==> src/rtl/pong_pkg.sv <==
// Shared encodings for the ball engine: FSM phase codes, ball directions and grid sizing.
// BALL_SPEEDUP_EN (optional) enables the hit-driven speed-up in ball_engine and game_tick.
package pong_pkg;

  typedef enum logic [1:0] {
    PH_IDLE = 2'd0,
    PH_PLAY = 2'd1,
    PH_MISS = 2'd2,
    PH_OVER = 2'd3
  } phase_t;

  typedef enum logic {
    DIR_LEFT  = 1'b0,
    DIR_RIGHT = 1'b1
  } dir_x_t;

  typedef enum logic {
    DIR_UP   = 1'b0,
    DIR_DOWN = 1'b1
  } dir_y_t;

  // Largest tick-period shift reachable by the speed-up (period floor is TICK_DIV/4).
  localparam logic [1:0] SPEED_MAX = 2'd2;

  // Number of cells along an axis indexed with 'bits' bits.
  function automatic int grid_span(input int bits);
    return 1 << bits;
  endfunction

endpackage

==> src/rtl/game_tick.sv <==
// Enable-gated game tick divider; with BALL_SPEEDUP_EN a shift input shortens the period.
module game_tick #(
  parameter int TICK_DIV  = 12500000,
  parameter int TICK_BITS = 24
) (
  input  logic clk,
  input  logic rst,
  input  logic run,
  input  logic clear,
`ifdef BALL_SPEEDUP_EN
  input  logic [1:0] shift,
`endif
  output logic tick
);

  localparam logic [TICK_BITS-1:0] DIV = TICK_BITS'(TICK_DIV);

  logic [TICK_BITS-1:0] count_reg;
  logic [TICK_BITS-1:0] count_next;
  logic [TICK_BITS-1:0] period;
  logic [TICK_BITS-1:0] limit;

`ifdef BALL_SPEEDUP_EN
  logic [TICK_BITS-1:0] shifted;
  assign shifted = DIV >> shift;
  assign period  = (shifted == '0) ? TICK_BITS'(1) : shifted;
`else
  assign period = DIV;
`endif

  assign limit = period - 1'b1;
  // >= rather than == so a count left over from a slower period still wraps.
  assign tick  = run && (count_reg >= limit);

  always_comb begin
    count_next = count_reg;
    if (clear) begin
      count_next = '0;
    end else if (run) begin
      count_next = tick ? '0 : count_reg + 1'b1;
    end
  end

  always_ff @(posedge clk) begin
    if (rst) begin
      count_reg <= '0;
    end else begin
      count_reg <= count_next;
    end
  end

endmodule

==> src/rtl/ball_engine.sv <==
// Ball motion, wall/paddle reflection, miss/lives and serve/game-over sequencing.
// Optional macro BALL_SPEEDUP_EN: every 4 paddle hits halve the tick period (floor TICK_DIV/4).
module ball_engine
  import pong_pkg::*;
#(
  parameter int BIT_WIDTH   = 3,
  parameter int ROW_BITS    = 3,
  parameter int SIZE        = 2,
  parameter int SERVE_X     = 3,
  parameter int START_LIVES = 3,
  parameter int TICK_DIV    = 12500000,
  parameter int TICK_BITS   = 24
) (
  input  logic                 clk,
  input  logic                 rst,
  input  logic                 en,
  input  logic                 serve,
  input  logic [BIT_WIDTH-1:0] state_left,
  output logic [BIT_WIDTH-1:0] ball_x,
  output logic [ROW_BITS-1:0]  ball_y,
  output logic                 hit,
  output logic                 miss,
  output logic [1:0]           lives,
  output logic                 game_over,
  output logic [1:0]           phase
);

  localparam int COLS = grid_span(BIT_WIDTH);
  localparam int ROWS = grid_span(ROW_BITS);

  localparam logic [BIT_WIDTH-1:0] MAX_X    = BIT_WIDTH'(COLS - 1);
  localparam logic [BIT_WIDTH-1:0] SERVE_C  = BIT_WIDTH'(SERVE_X);
  localparam logic [ROW_BITS-1:0]  PADDLE_Y = ROW_BITS'(ROWS - 2);
  localparam logic [ROW_BITS-1:0]  BOTTOM_Y = ROW_BITS'(ROWS - 1);
  localparam logic [1:0]           LIVES0   = 2'(START_LIVES);

  phase_t               state_reg, state_next;
  logic [BIT_WIDTH-1:0] x_reg, x_next;
  logic [ROW_BITS-1:0]  y_reg, y_next;
  dir_x_t               dx_reg, dx_next;
  dir_y_t               dy_reg, dy_next;
  logic [1:0]           lives_reg, lives_next;
  logic                 hit_reg, hit_next;
  logic                 miss_reg, miss_next;

  logic tick;
  logic tick_run;
  logic tick_clear;

  assign tick_run   = en && ((state_reg == PH_PLAY) || (state_reg == PH_MISS));
  assign tick_clear = (state_reg == PH_IDLE) || (state_reg == PH_OVER);

`ifdef BALL_SPEEDUP_EN
  logic [1:0] hit_cnt_reg, hit_cnt_next;
  logic [1:0] speed_reg, speed_next;
`endif

  game_tick #(
    .TICK_DIV  (TICK_DIV),
    .TICK_BITS (TICK_BITS)
  ) u_tick (
    .clk   (clk),
    .rst   (rst),
    .run   (tick_run),
    .clear (tick_clear),
`ifdef BALL_SPEEDUP_EN
    .shift (speed_reg),
`endif
    .tick  (tick)
  );

  // Reflection is resolved before the step, so the step always uses the new direction.
  dir_x_t               dx_ref;
  dir_y_t               dy_ref;
  logic [BIT_WIDTH-1:0] x_step;
  logic [BIT_WIDTH:0]   pad_lo, pad_hi, x_wide;
  logic                 in_range;

  assign dx_ref = ((x_reg == MAX_X) && (dx_reg == DIR_RIGHT)) ? DIR_LEFT :
                  ((x_reg == '0) && (dx_reg == DIR_LEFT))     ? DIR_RIGHT : dx_reg;
  assign dy_ref = ((y_reg == '0) && (dy_reg == DIR_UP)) ? DIR_DOWN : dy_reg;
  assign x_step = (dx_ref == DIR_RIGHT) ? x_reg + 1'b1 : x_reg - 1'b1;

  // One extra bit so a paddle hanging past the right wall does not wrap around.
  assign pad_lo   = {1'b0, state_left};
  assign pad_hi   = pad_lo + (BIT_WIDTH+1)'(SIZE - 1);
  assign x_wide   = {1'b0, x_step};
  assign in_range = (x_wide >= pad_lo) && (x_wide <= pad_hi);

  always_comb begin
    state_next = state_reg;
    x_next     = x_reg;
    y_next     = y_reg;
    dx_next    = dx_reg;
    dy_next    = dy_reg;
    lives_next = lives_reg;
    hit_next   = 1'b0;
    miss_next  = 1'b0;
`ifdef BALL_SPEEDUP_EN
    hit_cnt_next = hit_cnt_reg;
    speed_next   = speed_reg;
`endif
    case (state_reg)
      PH_IDLE: begin
        x_next  = SERVE_C;
        y_next  = '0;
        dx_next = DIR_RIGHT;
        dy_next = DIR_DOWN;
        if (serve && en) begin
          state_next = PH_PLAY;
        end
      end
      PH_PLAY: begin
        if (tick) begin
          x_next  = x_step;
          dx_next = dx_ref;
          dy_next = dy_ref;
          if ((y_reg == PADDLE_Y) && (dy_ref == DIR_DOWN)) begin
            if (in_range) begin
              dy_next  = DIR_UP;
              y_next   = y_reg - 1'b1;
              hit_next = 1'b1;
`ifdef BALL_SPEEDUP_EN
              hit_cnt_next = hit_cnt_reg + 2'd1;
              if ((hit_cnt_reg == 2'd3) && (speed_reg != SPEED_MAX)) begin
                speed_next = speed_reg + 2'd1;
              end
`endif
            end else begin
              y_next     = BOTTOM_Y;
              miss_next  = 1'b1;
              lives_next = lives_reg - 2'd1;
              state_next = PH_MISS;
`ifdef BALL_SPEEDUP_EN
              hit_cnt_next = 2'd0;
              speed_next   = 2'd0;
`endif
            end
          end else begin
            y_next = (dy_ref == DIR_DOWN) ? y_reg + 1'b1 : y_reg - 1'b1;
          end
        end
      end
      PH_MISS: begin
        if (tick) begin
          if (lives_reg == 2'd0) begin
            state_next = PH_OVER;
          end else begin
            state_next = PH_IDLE;
            x_next     = SERVE_C;
            y_next     = '0;
            dx_next    = DIR_RIGHT;
            dy_next    = DIR_DOWN;
          end
        end
      end
      PH_OVER: begin
        if (serve) begin
          state_next = PH_IDLE;
          lives_next = LIVES0;
          x_next     = SERVE_C;
          y_next     = '0;
          dx_next    = DIR_RIGHT;
          dy_next    = DIR_DOWN;
`ifdef BALL_SPEEDUP_EN
          hit_cnt_next = 2'd0;
          speed_next   = 2'd0;
`endif
        end
      end
      default: state_next = PH_IDLE;
    endcase
  end

  always_ff @(posedge clk) begin
    if (rst) begin
      state_reg <= PH_IDLE;
      x_reg     <= SERVE_C;
      y_reg     <= '0;
      dx_reg    <= DIR_RIGHT;
      dy_reg    <= DIR_DOWN;
      lives_reg <= LIVES0;
      hit_reg   <= 1'b0;
      miss_reg  <= 1'b0;
`ifdef BALL_SPEEDUP_EN
      hit_cnt_reg <= 2'd0;
      speed_reg   <= 2'd0;
`endif
    end else begin
      state_reg <= state_next;
      x_reg     <= x_next;
      y_reg     <= y_next;
      dx_reg    <= dx_next;
      dy_reg    <= dy_next;
      lives_reg <= lives_next;
      hit_reg   <= hit_next;
      miss_reg  <= miss_next;
`ifdef BALL_SPEEDUP_EN
      hit_cnt_reg <= hit_cnt_next;
      speed_reg   <= speed_next;
`endif
    end
  end

  assign ball_x    = x_reg;
  assign ball_y    = y_reg;
  assign hit       = hit_reg;
  assign miss      = miss_reg;
  assign lives     = lives_reg;
  assign game_over = (state_reg == PH_OVER);
  assign phase     = state_reg;

endmodule
==> config.mk <==
export PLATFORM = sky130hd
export DESIGN_NAME = ball_engine
export DESIGN_NICKNAME = d
export VERILOG_FILES = /design/src/rtl/pong_pkg.sv /design/src/rtl/game_tick.sv /design/src/rtl/ball_engine.sv
export SDC_FILE = /design/constraint.sdc
export NUM_CORES = 1
export LEC_CHECK = 0
export ABC_AREA = 1
export CAP_MARGIN = 40
export CORE_MARGIN = 2
export CORE_UTILIZATION = 50
export CTS_CLUSTER_SIZE = 20
export DETAILED_ROUTE_END_ITERATION = 6
export PLACE_DENSITY = 0.73
export REMOVE_ABC_BUFFERS = 1
export SLEW_MARGIN = 40
export SYNTH_ARGS = -nofsm -noshare
export SYNTH_HDL_FRONTEND = slang
export SYNTH_HIERARCHICAL = 1
export SYNTH_SLANG_ARGS = --single-unit
==> constraint.sdc <==
create_clock -name clk -period 6.8 [get_ports clk]
set_input_delay 1.7 -clock clk [delete_from_list [all_inputs] [get_ports clk]]
set_output_delay 1.7 -clock clk [all_outputs]
set_load 0.03 [all_outputs]
==> summary.txt <==
Run status
  – Status: finished, final reports clean

Logic synthesis
  – Top cell type's share of synthesized area: between 20% and 30%
  – Top-count cell post-synth: nand2_1
  – Fraction of registers with async set/reset: 0%
  – Post-Syn Area: 2630 sq um
  – Top post-synthesis cells by area: dfxtp_1 (29%), nand2_1 (15%), ha_1 (8.6%), inv_1 (7.6%), nor2_1 (6.7%)
  – EDFF count, synth: 0
  – Syn Inst Count: between 300 and 400
  – Synth Register Bits: 38
  – Register area share after synthesis: approximately 29%
  – Count of different cell masters after synthesis: 35
  – Most frequent cells after synthesis: nand2_1 (103), inv_1 (53), nor2_1 (47)
  – Area leader, netlist: dfxtp_1
  – Top FF cell, synth: dfxtp_1
  – Syn avg cell area: roughly 6.9 sq um
  – Yosys warning total: 6

Power
  – Peak supply drop: 138 uV
  – Pwr/cell area: ~300 nW/um^2
  – Pleak: around 1.4 nW

Setup path
  – WP data arrival: ~3600 ps
  – CP peak stage delay: approximately 460 ps
  – Worst path required time: between 6000 and 7000 ps
  – Crit path max fanout: 6
  – Slowest stage cell, crit path: clkdlybuf4s50_1
  – CP endpoint kind: flip-flop
  – Worst reg2reg path startpoint: ball_x[0]
  – Crit-path cells: clkdlybuf4s50_1 > ha_1 > xnor2_1 > ha_1 > nand3_1 > nand2_1 > inv_1 > nand2_2 > nand3_1 > o211ai_1 > nand3_1
  – Top cell by count, worst path: nand3_1
  – Worst R2R End: lives[0]
  – CP startpoint kind: primary input
  – Critical Path End: lives[0]
  – Worst Path Class, Setup: in2reg
  – Cells on worst reg2reg path: 14
  – CP startpoint: state_left[0]
  – R2R setup slack: between 4000 and 5000 ps

Clock tree
  – Worst-path clk slew: about 70 ps
  – Post-CTS Resized: 0
  – CTS buffer count: 5
  – Max Buffers Root-to-Sink: 2
  – Hold Buf Count CTS: 0
  – Root Driver: clkbuf_8
  – CTS tree: built
  – Clock sink total: 38
  – Worst skew pair latency: 280 ps
  – H-tree depth: 2
  – Setup Buffers After CTS: 0

Timing
  – Unrepaired setup endpoints after global routing: false
  – Final Cycle Share: between 50% and 60%
  – Max-slew violation count: 0
  – Setup violators final: 0
  – Post-layout min period: 3460 ps
  – Worst slew pin tran: around 360 ps
  – F_max: slightly below 0.3 GHz
  – Final Hold Viols: 0
  – Worst Setup Slack, final: around 3300 ps
  – Setup tns final: 0 ps
  – Max-slew headroom: between 70% and 80%
  – Clock skew: about 5.7 ps

Finish
  – Final Net Count: 429
  – P&R area growth vs syn: 12.3%
  – Share of post-route cells with drive strength above 1: 12.2%
  – Fin cells: 472
  – Ant diodes: 0
  – Largest register FFs: 24
  – Final core occ: between 50% and 60%
  – FF/Latch Area: about 760 sq um
  – # fillers: 498
  – Area of the multi-input gates: 1600 sq um

Placement
  – Gpl congestion: 0.873
  – Hpwl dp: 4.08 mm
  – Buffers on Ports: 19
  – Placed Cells: ~470
  – Pre-CTS setup slack: about 3100 ps

Drt
  – Detailed Route WL: roughly 5.2 mm
  – Iter 0 DRT Violations: between 60 and 70
  – Via count: approximately 2300
  – DRC Markers: 0
  – DR pass1 iterations: 5
  – Wire per inst: roughly 11 um
  – Post-DR vias/cell: roughly 4.9
  – Routed Antenna Nets: 0

Floorplanning
  – Area of the core: around 5100 sq um
  – Vert. Die Dim: 76.6 um
  – # IOs: 20
  – Die area: approximately 5900 sq um
  – Die X: 76.6 um
  – FP Rows: 26
  – Initial Util: 51.6%

GRT
  – Initial antenna violation count: 0
  – Largest net degree at the start of global routing: 24
  – Gr ovfl total: 0
  – Number of global-route vias before repair: about 2200
  – Global-route wire length before repair: ~9 mm
  – Tot GR Track Use: 18.5%

Worst hold path
  – Worst hold stages: 2
  – Worst Hold Class: reg2reg

Job
  – Max cap viols: 0
[final cells by class]
cell class              count  area share, %
clock buffers               6           2.79
inverters                  62           7.87
multi-input cells         277           54.2
flip-flops and latches     38           25.7
well taps                  70           2.96
repair buffers             19           6.43
[critical path: cells and delay by family]
kind                     cells  cell delay [ps]
AO/OA/AOI/OAI                1              210
XOR/XNOR                     1              130
adder cells (fa/ha/maj)      2              540
AND/OR/NAND/NOR              5              530
buffers and inverters        2              500
[report_power, final]
group	total (mW)	internal [mW]	switching, mW
Clock	0.150	0.0781	0.0714
Sequential	0.274	0.245	0.0294
Combinational	0.455	0.169	0.285
[placed cells by master, fill, tap and decap left out, types with 5 or more instances in the layout]
| cell type | netlist | final |
|---|---|---|
| inv_1 | 53 | 53 |
| xnor2_1 | 5 | 5 |
| clkdlybuf4s50_1 | 0 | 19 |
| dfxtp_1 | 38 | 38 |
| nand2_1 | 103 | 103 |
| inv_2 | 8 | 8 |
| xor2_1 | 7 | 7 |
| nand4_1 | 5 | 5 |
| nand3_1 | 31 | 31 |
| nor2_1 | 47 | 47 |
| ha_1 | 18 | 18 |
| a21oi_1 | 5 | 5 |
| o21ai_0 | 6 | 6 |
| nor2_4 | 7 | 7 |
| nand2_2 | 9 | 9 |
| clkbuf_8 | 0 | 6 |
[cells by family after synthesis]
group / count (synthesis) / share of synthesized area (%)
fa+ha+maj: 19 / 9.31
buf+inv: 65 / 10.3
simple gates: 223 / 41.9
mux: 1 / 0.380
compound gates: 22 / 5.27
flops: 38 / 28.9
xor+xnor: 12 / 3.99
[worst min path at each step]
stage               slack [ps]  startpoint        end
detailed placement         490    lives[1]   lives[1]
global route               540   ball_x[2]  ball_x[2]
global placement           500    lives[1]   lives[1]
CTS                        500    lives[1]   lives[1]
floorplan                  480      dx_reg     dx_reg
finish                     510    lives[1]   lives[1]
[layer usage]
metal	global-route usage [%]	wire, um
met5	0	0
met4	4.18	12
met3	3.91	117
met1	22.2	2520
met2	33.7	2590
[stage by stage]
step	total power, mW	area (sq um)	hold slack, ps
2_1_floorplan	0.619	2600	477
3_3_place_gp	0.724	2870	498
3_5_place_dp	0.735	2870	488
4_1_cts	0.889	2960	500
5_1_grt	0.955	2960	542
6_report	0.879	2960	510
Note: power is estimated with default switching activity, not from simulation.
